[config.mk]
export PLATFORM = sky130hd
export DESIGN_NAME = mux4to1_tdm_tx_flat
export DESIGN_NICKNAME = d
export VERILOG_FILES = /design/src/rtl/mux4to1_tdm_tx_pkg.sv /design/src/rtl/mux4to1_tdm_tx_if.sv /design/src/rtl/mux4to1_tdm_tx_rr_arbiter4.sv /design/src/rtl/mux4to1_tdm_tx.sv /design/src/flat_wrapper.sv
export SDC_FILE = /design/constraint.sdc
export NUM_CORES = 1
export LEC_CHECK = 0
export ABC_AREA = 1
export CORE_ASPECT_RATIO = 1.25
export CORE_UTILIZATION = 40
export DETAILED_ROUTE_END_ITERATION = 8
export PLACE_DENSITY = 0.66
export SKIP_LAST_GASP = 1
export SLEW_MARGIN = 20
export SYNTH_ARGS = -nofsm -noshare
export SYNTH_HDL_FRONTEND = slang
export SYNTH_SLANG_ARGS = --single-unit
[constraint.sdc]
create_clock -name clk -period 2.9 [get_ports clk]
set_clock_uncertainty 0.15 [all_clocks]
set_input_delay 0.87 -clock clk [delete_from_list [all_inputs] [get_ports clk]]
set_output_delay 0.87 -clock clk [all_outputs]
set_load 0.05 [all_outputs]
[src/rtl/mux4to1_tdm_tx_pkg.sv]
// Shared definitions for the 4-channel select/data link (mux transmit and
// demux receive slices).
package tdm_link_pkg;

    localparam int NUM_CH = 4;
    localparam int SEL_W  = 2;

    typedef logic [SEL_W-1:0]  ch_sel_t;
    typedef logic [NUM_CH-1:0] ch_mask_t;

    // Successor channel in round-robin order; 3 wraps to 0 through the 2-bit width.
    function automatic ch_sel_t next_ch(input ch_sel_t ch);
        return ch + ch_sel_t'(2'd1);
    endfunction

endpackage

[src/rtl/mux4to1_tdm_tx_if.sv]
// Producer-side and sink-side signals of the TDM transmitter, bundled for
// connection between the channel producers/sink (master) and the mux (slave).
interface mux4to1_tdm_tx_if
    import tdm_link_pkg::*;
#(
    parameter int WIDTH = 1
);

    logic [NUM_CH*WIDTH-1:0] in_data;
    ch_mask_t                in_valid;
    ch_mask_t                in_ready;
    logic [WIDTH-1:0]        out_a;
    ch_sel_t                 out_s;
    logic                    out_valid;
    logic                    out_ready;

    modport master (
        output in_data,
        output in_valid,
        output out_ready,
        input  in_ready,
        input  out_a,
        input  out_s,
        input  out_valid
    );

    modport slave (
        input  in_data,
        input  in_valid,
        input  out_ready,
        output in_ready,
        output out_a,
        output out_s,
        output out_valid
    );

endinterface

[src/rtl/mux4to1_tdm_tx_rr_arbiter4.sv]
// Combinational 4-way round-robin arbiter: grants the first requester found
// starting at ptr and moving upward modulo 4.
module rr_arbiter4
    import tdm_link_pkg::*;
(
    input  ch_mask_t req,
    input  ch_sel_t  ptr,
    output ch_sel_t  gnt_idx,
    output logic     gnt_any
);

    ch_mask_t rot_s;
    ch_sel_t  off_s;

    // Rotate requests so bit 0 is the highest-priority channel, then priority-encode.
    always_comb begin
        rot_s = req;
        off_s = ch_sel_t'(2'd0);
        case (ptr)
            2'd0:    rot_s = req;
            2'd1:    rot_s = {req[0],   req[3:1]};
            2'd2:    rot_s = {req[1:0], req[3:2]};
            2'd3:    rot_s = {req[2:0], req[3]};
            default: rot_s = req;
        endcase
        casez (rot_s)
            4'b???1: off_s = ch_sel_t'(2'd0);
            4'b??10: off_s = ch_sel_t'(2'd1);
            4'b?100: off_s = ch_sel_t'(2'd2);
            4'b1000: off_s = ch_sel_t'(2'd3);
            default: off_s = ch_sel_t'(2'd0);
        endcase
        gnt_idx = ptr + off_s;
        gnt_any = |req;
    end

endmodule

[src/rtl/mux4to1_tdm_tx.sv]
// Transmit end of the 4-channel select/data link: one-word buffer per channel,
// round-robin selection and a registered data/select output toward the demux.
module mux4to1_tdm_tx
    import tdm_link_pkg::*;
#(
    parameter int WIDTH = 1
)
(
    input  logic             clk,
    input  logic             rst,
    mux4to1_tdm_tx_if.slave  bus
);

    logic [WIDTH-1:0] buf_r [NUM_CH];
    ch_mask_t         buf_full_r;
    ch_sel_t          rr_ptr_r;
    logic [WIDTH-1:0] out_a_r;
    ch_sel_t          out_s_r;
    logic             out_valid_r;

    ch_mask_t         in_ready_s;
    ch_mask_t         capture_s;
    ch_mask_t         release_s;
    ch_sel_t          gnt_idx_s;
    logic             gnt_any_s;
    logic             load_s;

    // in_ready is gated by rst directly so producers see 0 during reset.
    assign in_ready_s = ~buf_full_r & {NUM_CH{~rst}};
    assign capture_s  = bus.in_valid & in_ready_s;
    assign load_s     = (~out_valid_r | bus.out_ready) & gnt_any_s;
    assign release_s  = load_s ? (ch_mask_t'(4'b0001) << gnt_idx_s) : {NUM_CH{1'b0}};

    rr_arbiter4 u_arb (
        .req     (buf_full_r),
        .ptr     (rr_ptr_r),
        .gnt_idx (gnt_idx_s),
        .gnt_any (gnt_any_s)
    );

    // Buffer occupancy: a granted channel is full at its grant edge, so release and capture never collide.
    always_ff @(posedge clk or posedge rst) begin
        if (rst) begin
            buf_full_r <= {NUM_CH{1'b0}};
        end else begin
            buf_full_r <= (buf_full_r & ~release_s) | capture_s;
        end
    end

    // Per-channel word storage.
    always_ff @(posedge clk or posedge rst) begin
        if (rst) begin
            for (int i = 0; i < NUM_CH; i++) begin
                buf_r[i] <= {WIDTH{1'b0}};
            end
        end else begin
            for (int i = 0; i < NUM_CH; i++) begin
                if (capture_s[i]) begin
                    buf_r[i] <= bus.in_data[i*WIDTH +: WIDTH];
                end else begin
                    buf_r[i] <= buf_r[i];
                end
            end
        end
    end

    // Output register and round-robin pointer; data/select hold their last values when idle.
    always_ff @(posedge clk or posedge rst) begin
        if (rst) begin
            out_a_r     <= {WIDTH{1'b0}};
            out_s_r     <= ch_sel_t'(2'd0);
            out_valid_r <= 1'b0;
            rr_ptr_r    <= ch_sel_t'(2'd0);
        end else if (load_s) begin
            out_a_r     <= buf_r[gnt_idx_s];
            out_s_r     <= gnt_idx_s;
            out_valid_r <= 1'b1;
            rr_ptr_r    <= next_ch(gnt_idx_s);
        end else if (out_valid_r && bus.out_ready) begin
            out_valid_r <= 1'b0;
        end else begin
            out_valid_r <= out_valid_r;
        end
    end

    assign bus.in_ready  = in_ready_s;
    assign bus.out_a     = out_a_r;
    assign bus.out_s     = out_s_r;
    assign bus.out_valid = out_valid_r;

endmodule

[src/flat_wrapper.sv]
// flat-port wrapper written by rule: the top's interface ports become plain ports
module mux4to1_tdm_tx_flat import tdm_link_pkg::*;
#(
    parameter int WIDTH = 1
)
  (clk, rst, bus_in_data, bus_in_valid, bus_out_ready, bus_in_ready, bus_out_a, bus_out_s, bus_out_valid);
  mux4to1_tdm_tx_if #(.WIDTH(WIDTH)) bus_i ();
  input  logic clk;
  input  logic rst;
  input wire logic [$bits(bus_i.in_data)-1:0] bus_in_data;
  input wire logic [$bits(bus_i.in_valid)-1:0] bus_in_valid;
  input wire logic [$bits(bus_i.out_ready)-1:0] bus_out_ready;
  output wire logic [$bits(bus_i.in_ready)-1:0] bus_in_ready;
  output wire logic [$bits(bus_i.out_a)-1:0] bus_out_a;
  output wire logic [$bits(bus_i.out_s)-1:0] bus_out_s;
  output wire logic [$bits(bus_i.out_valid)-1:0] bus_out_valid;
  assign bus_i.in_data = bus_in_data;
  assign bus_i.in_valid = bus_in_valid;
  assign bus_i.out_ready = bus_out_ready;
  assign bus_in_ready = bus_i.in_ready;
  assign bus_out_a = bus_i.out_a;
  assign bus_out_s = bus_i.out_s;
  assign bus_out_valid = bus_i.out_valid;
  mux4to1_tdm_tx #(.WIDTH(WIDTH)) u_core (.clk(clk), .rst(rst), .bus(bus_i));
endmodule
=== Yosys cells after proc, flatten, opt, wreduce, memory -nomap -nowiden ===
Cells that the tools add are included.

* Register bits after elaboration: 14
* Input port bits: 11
* Word-level logic and storage cells: 42

* $add $sub $neg: 2
* $lt $le $gt $ge: 1
* Equal/unequal tests: 6
* Shift-type cells: 1
* Multiplexer cells: 8
* Bitwise gates (word level): 11
* Reductions and logical operators: 4

{| class="wikitable"
|+ Operators with widths
! kind !! count
|-
| one-hot mux 4 bit (4 select lines) || 1
|-
| AND 4 bit || 3
|-
| NOT 4 bit || 2
|-
| == test 2 bit (second input constant) || 3
|-
| one-hot mux 2 bit (3 select lines) || 1
|-
| == test 4 bit (second input constant) || 1
|-
| 2-to-1 mux 1 bit || 4
|-
| 2-to-1 mux 4 bit || 1
|-
| bitwise OR 4 bit || 1
|-
| OR reduction 4 bit || 1
|-
| left shift 1 x 2 -> 4 bit (first input constant) || 1
|-
| == test 3 bit (second input constant) || 1
|-
| greater-or-equal comparator 3 bit (second input constant) || 1
|-
| NOT 2 -> 3 bit || 1
|-
| adder 2 x 1 -> 2 bit (second input constant) || 1
|-
| adder 2 bit || 1
|-
| binary-select mux 1 bit (select 2 bit) || 1
|-
| == test 2 x 1 -> 1 bit (second input constant) || 1
|-
| zero test 2 bit || 1
|-
| NOT 1 bit || 2
|-
| nonzero test 2 bit || 1
|-
| AND 1 bit || 1
|-
| logical AND 1 bit || 1
|-
| bitwise OR 1 bit || 1
|}

=== Depth between registers and ports, before layout ===
* Depth after elaboration: 10
* Mapped depth: 15
* Gate-level depth less buffers: 14

=== By module ===
A second synthesis with hierarchy kept.

* Cell total of the unflattened synthesis: 124
* Area, all modules: 887.1 um^2

{| class="wikitable"
|+ By module, submodules not included
! module !! instances !! cells each !! area an instance (um^2)
|-
| mux4to1_tdm_tx || 1 || 77 || 644.4
|-
| rr_arbiter4 || 1 || 47 || 242.7
|}

=== Least setup slack after synthesis ===
No wires, ideal clock.

* Kind: input -> output
* From: in rst
* To: out bus_in_ready[0]
* Data arrival time: 1544 ps
* Setup slack: 336 ps
* Stages: 1
* Buffers on the path: 0
* Cells stage by stage: nor2_1

* Word-level cells in the longest chain between the ends: 2

{| class="wikitable"
|+ Ends and longest elaborated chain
! element !! line !! source
|-
| start: declaration || flat_wrapper.sv:9 || <nowiki>input logic rst;</nowiki>
|-
| NOT 1 bit || mux4to1_tdm_tx.sv:29 || <nowiki>assign in_ready_s = ~buf_full_r & {NUM_CH{~rst}};</nowiki>
|-
| AND 4 bit || mux4to1_tdm_tx.sv:29 ||
|-
| end: declaration || flat_wrapper.sv:13 || <nowiki>output wire logic [$bits(bus_i.in_ready)-1:0] bus_in_ready;</nowiki>
|}

Every way passes these cells.

=== Worst setup path after layout ===
* From: in rst
* To: out bus_in_ready[1]

The elaborated chain is that of the path after synthesis.

==> impl_summary.log <==
INFO  metric result_of_the_run = complete, no violations
INFO  metric route.layer.met1.wl = 766 um
INFO  metric gp_congestion = 0.824
INFO  metric floorplan_die_area = 2340 um^2
INFO  metric synthDominantCellAreaShare = 40.8%
INFO  metric worstHoldPathType = flop to flop
INFO  metric worst_pin_slew = 0.524 ns
INFO  metric detail-route-antenna-nets = 0
INFO  metric post_synth_main_area_contributors = sky130_fd_sc_hd__dfrtp_1, sky130_fd_sc_hd__nand2_1, sky130_fd_sc_hd__nand3_1
INFO  metric detail_route.vias_per_cell = 5.16
INFO  metric route.met2.wl = 995 um
INFO  metric cp_data_arrival_time = 1.77 ns
INFO  metric post-place-cells = 148
INFO  metric syn-cell-area = 860 um^2
INFO  metric drc = 0
INFO  metric grt_pass1_vias = 746
INFO  metric seq_area = 350 um^2
INFO  metric worstSetupStartpointType = primary input
INFO  metric path_cells = clkdlybuf4s50_1 > nor2_1 > buf_12
INFO  metric critPathBufInv = 2
INFO  metric utilization = 55.5%
INFO  metric synthesis.instances = 111
INFO  metric routed.top_layer = met4
INFO  metric finish.net_count = 145
INFO  metric grt_max_degree = 15
INFO  metric numCtsBuffers = 3
INFO  metric clock_transition_at_the_registers_of_the_reported_paths = 0.08 ns
INFO  metric placeable_area = 2000 um^2
INFO  metric die_width = 43.5 um
INFO  metric yosys_warnings = 0
INFO  metric totalWireLength = 1.82 mm
INFO  metric timing_max_transition_violations_final = 0
INFO  metric final_cell_mix = sky130_fd_sc_hd__nand2_1, sky130_fd_sc_hd__nor2_1, sky130_fd_sc_hd__nand3_1, sky130_fd_sc_hd__clkdlybuf4s50_1, sky130_fd_sc_hd__dfrtp_1
INFO  metric cell_family_with_the_largest_share_of_critical_path_delay = buffers and inverters
INFO  metric clock_tree.htree_level_count = 1
INFO  metric cts_resized = 0
INFO  metric final_period_minus_worst_setup_slack = 2.79 ns
INFO  metric cts_hold_buf = 0
INFO  metric numClockSinks = 14
INFO  metric routed-via-count = 779
INFO  metric antenna_found_initial = 0
INFO  metric detailedPlacementHpwl = 1.44 mm
INFO  metric grt_overflow = 0
INFO  metric layout.cells.non_filler = 151
INFO  metric syn_area_per_cell = 7.74 um^2
INFO  metric post_synth_num_cell_types = 23
INFO  metric timing.critical_path.to_type = primary output
INFO  metric io_buffer_count = 18
INFO  metric rsz_0062_raised_after_global_routing = no
INFO  metric detail_route.iter0.violations = 8
INFO  metric critical_path.max_stage_delay = 0.47 ns
INFO  metric first_pass_iters = 4
INFO  metric multi_input_comb_area = 439 um^2
INFO  metric grt_usage = 17.7%
INFO  metric post-cts-setup-buffers = 0
INFO  metric crit_fanout = 5
INFO  metric max-clock-path-buffers = 2
INFO  metric final_layout_size_suffix_gt1_share = 19.1%
INFO  metric hold_viol_final = 0
INFO  metric relative_area_change_from_synthesis_to_final_layout = 29.4%
INFO  metric synth_sequential_area_ratio = 40.8%
INFO  metric max_freq = 0.358 GHz
INFO  metric timing_worst_setup_path_type = primary input to primary output
INFO  metric global_route_wire_length_before_repair = 3.02 mm
INFO  metric synth_fp_nets = 123
INFO  metric cts_root_buffer = sky130_fd_sc_hd__clkbuf_4
INFO  metric met3_wirelength = 51 um
INFO  metric num_rows = 18
INFO  metric slew_headroom = 65.0%
INFO  metric netlist.top_cell.by_area = sky130_fd_sc_hd__dfrtp_1
INFO  metric timing.final.setup_violations = 0
INFO  metric initial_standard_cell_utilization_of_the_core = 42.9%
INFO  metric filler_cell_count = 201
INFO  metric crit_slowest_cell = sky130_fd_sc_hd__clkdlybuf4s50_1
INFO  metric final_common_cell = sky130_fd_sc_hd__nand2_1
INFO  metric worst-endpoint-required = 1.88 ns
INFO  metric max_cap_violations = 0
INFO  metric worstSkewPairLatency = 0.27 ns
INFO  metric ioPinCount = 19
INFO  metric die_height = 53.8 um
INFO  metric cts_tree = built
INFO  metric insertedDiodeCount = 0
INFO  metric postSynthRegisterBits = 14
INFO  metric avgRoutedWirePerCell = 12.1 um
INFO  metric setup_total_negative_slack = 0 ns
INFO  metric layout_worst_path_cycle_share = 96.2%
-- registers in the layout, indices dropped and copies added, names as in the netlist --
name                  count
u_core.buf_full_r         4
u_core.buf_r              4
u_core.bus.out_s          2
u_core.rr_ptr_r           2
u_core.bus.out_a          1
u_core.bus.out_valid      1
-- path summary, 6_finish.rpt --
check | startpoint | endpoint | slack (ns) | depth (start not counted)
min in group asynchronous | rst | u_core.buf_full_r[1] | 0.88 | 2
max | rst | bus_in_ready[1] | 0.11 | 3
max in group asynchronous | rst | u_core.buf_full_r[3] | 1.37 | 2
max reg2reg | u_core.rr_ptr_r[1] | u_core.buf_full_r[0] | 0.47 | 13
min | u_core.bus.out_a | u_core.bus.out_a | 0.36 | 2
min reg2reg | u_core.bus.out_a | u_core.bus.out_a | 0.36 | 2
-- Yosys cell counts --
| master | instances |
|---|---|
| sky130_fd_sc_hd__nand2_1 | 23 |
| sky130_fd_sc_hd__nor2_1 | 16 |
| sky130_fd_sc_hd__dfrtp_1 | 14 |
| sky130_fd_sc_hd__nand3_1 | 14 |
| sky130_fd_sc_hd__inv_1 | 8 |
| sky130_fd_sc_hd__a21oi_1 | 4 |
| sky130_fd_sc_hd__inv_2 | 3 |
| sky130_fd_sc_hd__mux2_2 | 3 |
| sky130_fd_sc_hd__nand2_2 | 3 |
| sky130_fd_sc_hd__nand3_2 | 3 |
| sky130_fd_sc_hd__nor2_2 | 3 |
| sky130_fd_sc_hd__o21ai_0 | 3 |
| sky130_fd_sc_hd__o21bai_1 | 3 |
| sky130_fd_sc_hd__buf_6 | 2 |
| sky130_fd_sc_hd__a21oi_2 | 1 |
| sky130_fd_sc_hd__a31oi_1 | 1 |
| sky130_fd_sc_hd__ha_1 | 1 |
| sky130_fd_sc_hd__inv_4 | 1 |
| sky130_fd_sc_hd__mux2i_1 | 1 |
| sky130_fd_sc_hd__nand4_1 | 1 |
| sky130_fd_sc_hd__nor4_1 | 1 |
| sky130_fd_sc_hd__o21ai_1 | 1 |
| sky130_fd_sc_hd__xor2_1 | 1 |
-- per-stage QoR --
step           hold WS [ns]  instance area, um^2  setup slack [ns]
5_1_grt               0.380                 1110            0.0204
2_1_floorplan         0.324                  860             0.336
3_5_place_dp          0.333                 1090             0.110
6_report              0.357                 1110             0.110
3_3_place_gp          0.317                 1090             0.132
4_1_cts               0.352                 1110             0.102
-- cell type report --
class | instances | share of cell area, %
Multi-Input combinational cell | 83 | 39.5
Sequential cell | 14 | 31.5
Timing Repair Buffer | 19 | 20.5
Inverter | 12 | 4.27
Tap cell | 20 | 2.25
Clock buffer | 3 | 2.02
-- cell families after synthesis --
group	synth area share (%)
fa+ha+maj	1.46
mux	5.09
xor+xnor	1.02
compound gates	9.02
flops	40.8
simple gates	34.5
buf+inv	8.15
-- per-layer routing --
metal / vias to the layer above / GRT usage, %
met4: 0 / 9.90
met1: 355 / 21.1
met3: 2 / 1.34
met5: - / 0
met2: 16 / 31.6
li1: 406 / -
-- worst min-delay path: stages, from the launching register on --
cell and delay [ns]:
sky130_fd_sc_hd__dfrtp_1 0.35, sky130_fd_sc_hd__nand2_1 0.06, sky130_fd_sc_hd__nand2_1 0.06
Power is not shown: default switching activity piles up to over one toggle a cycle in this logic, so the estimate is an artifact.
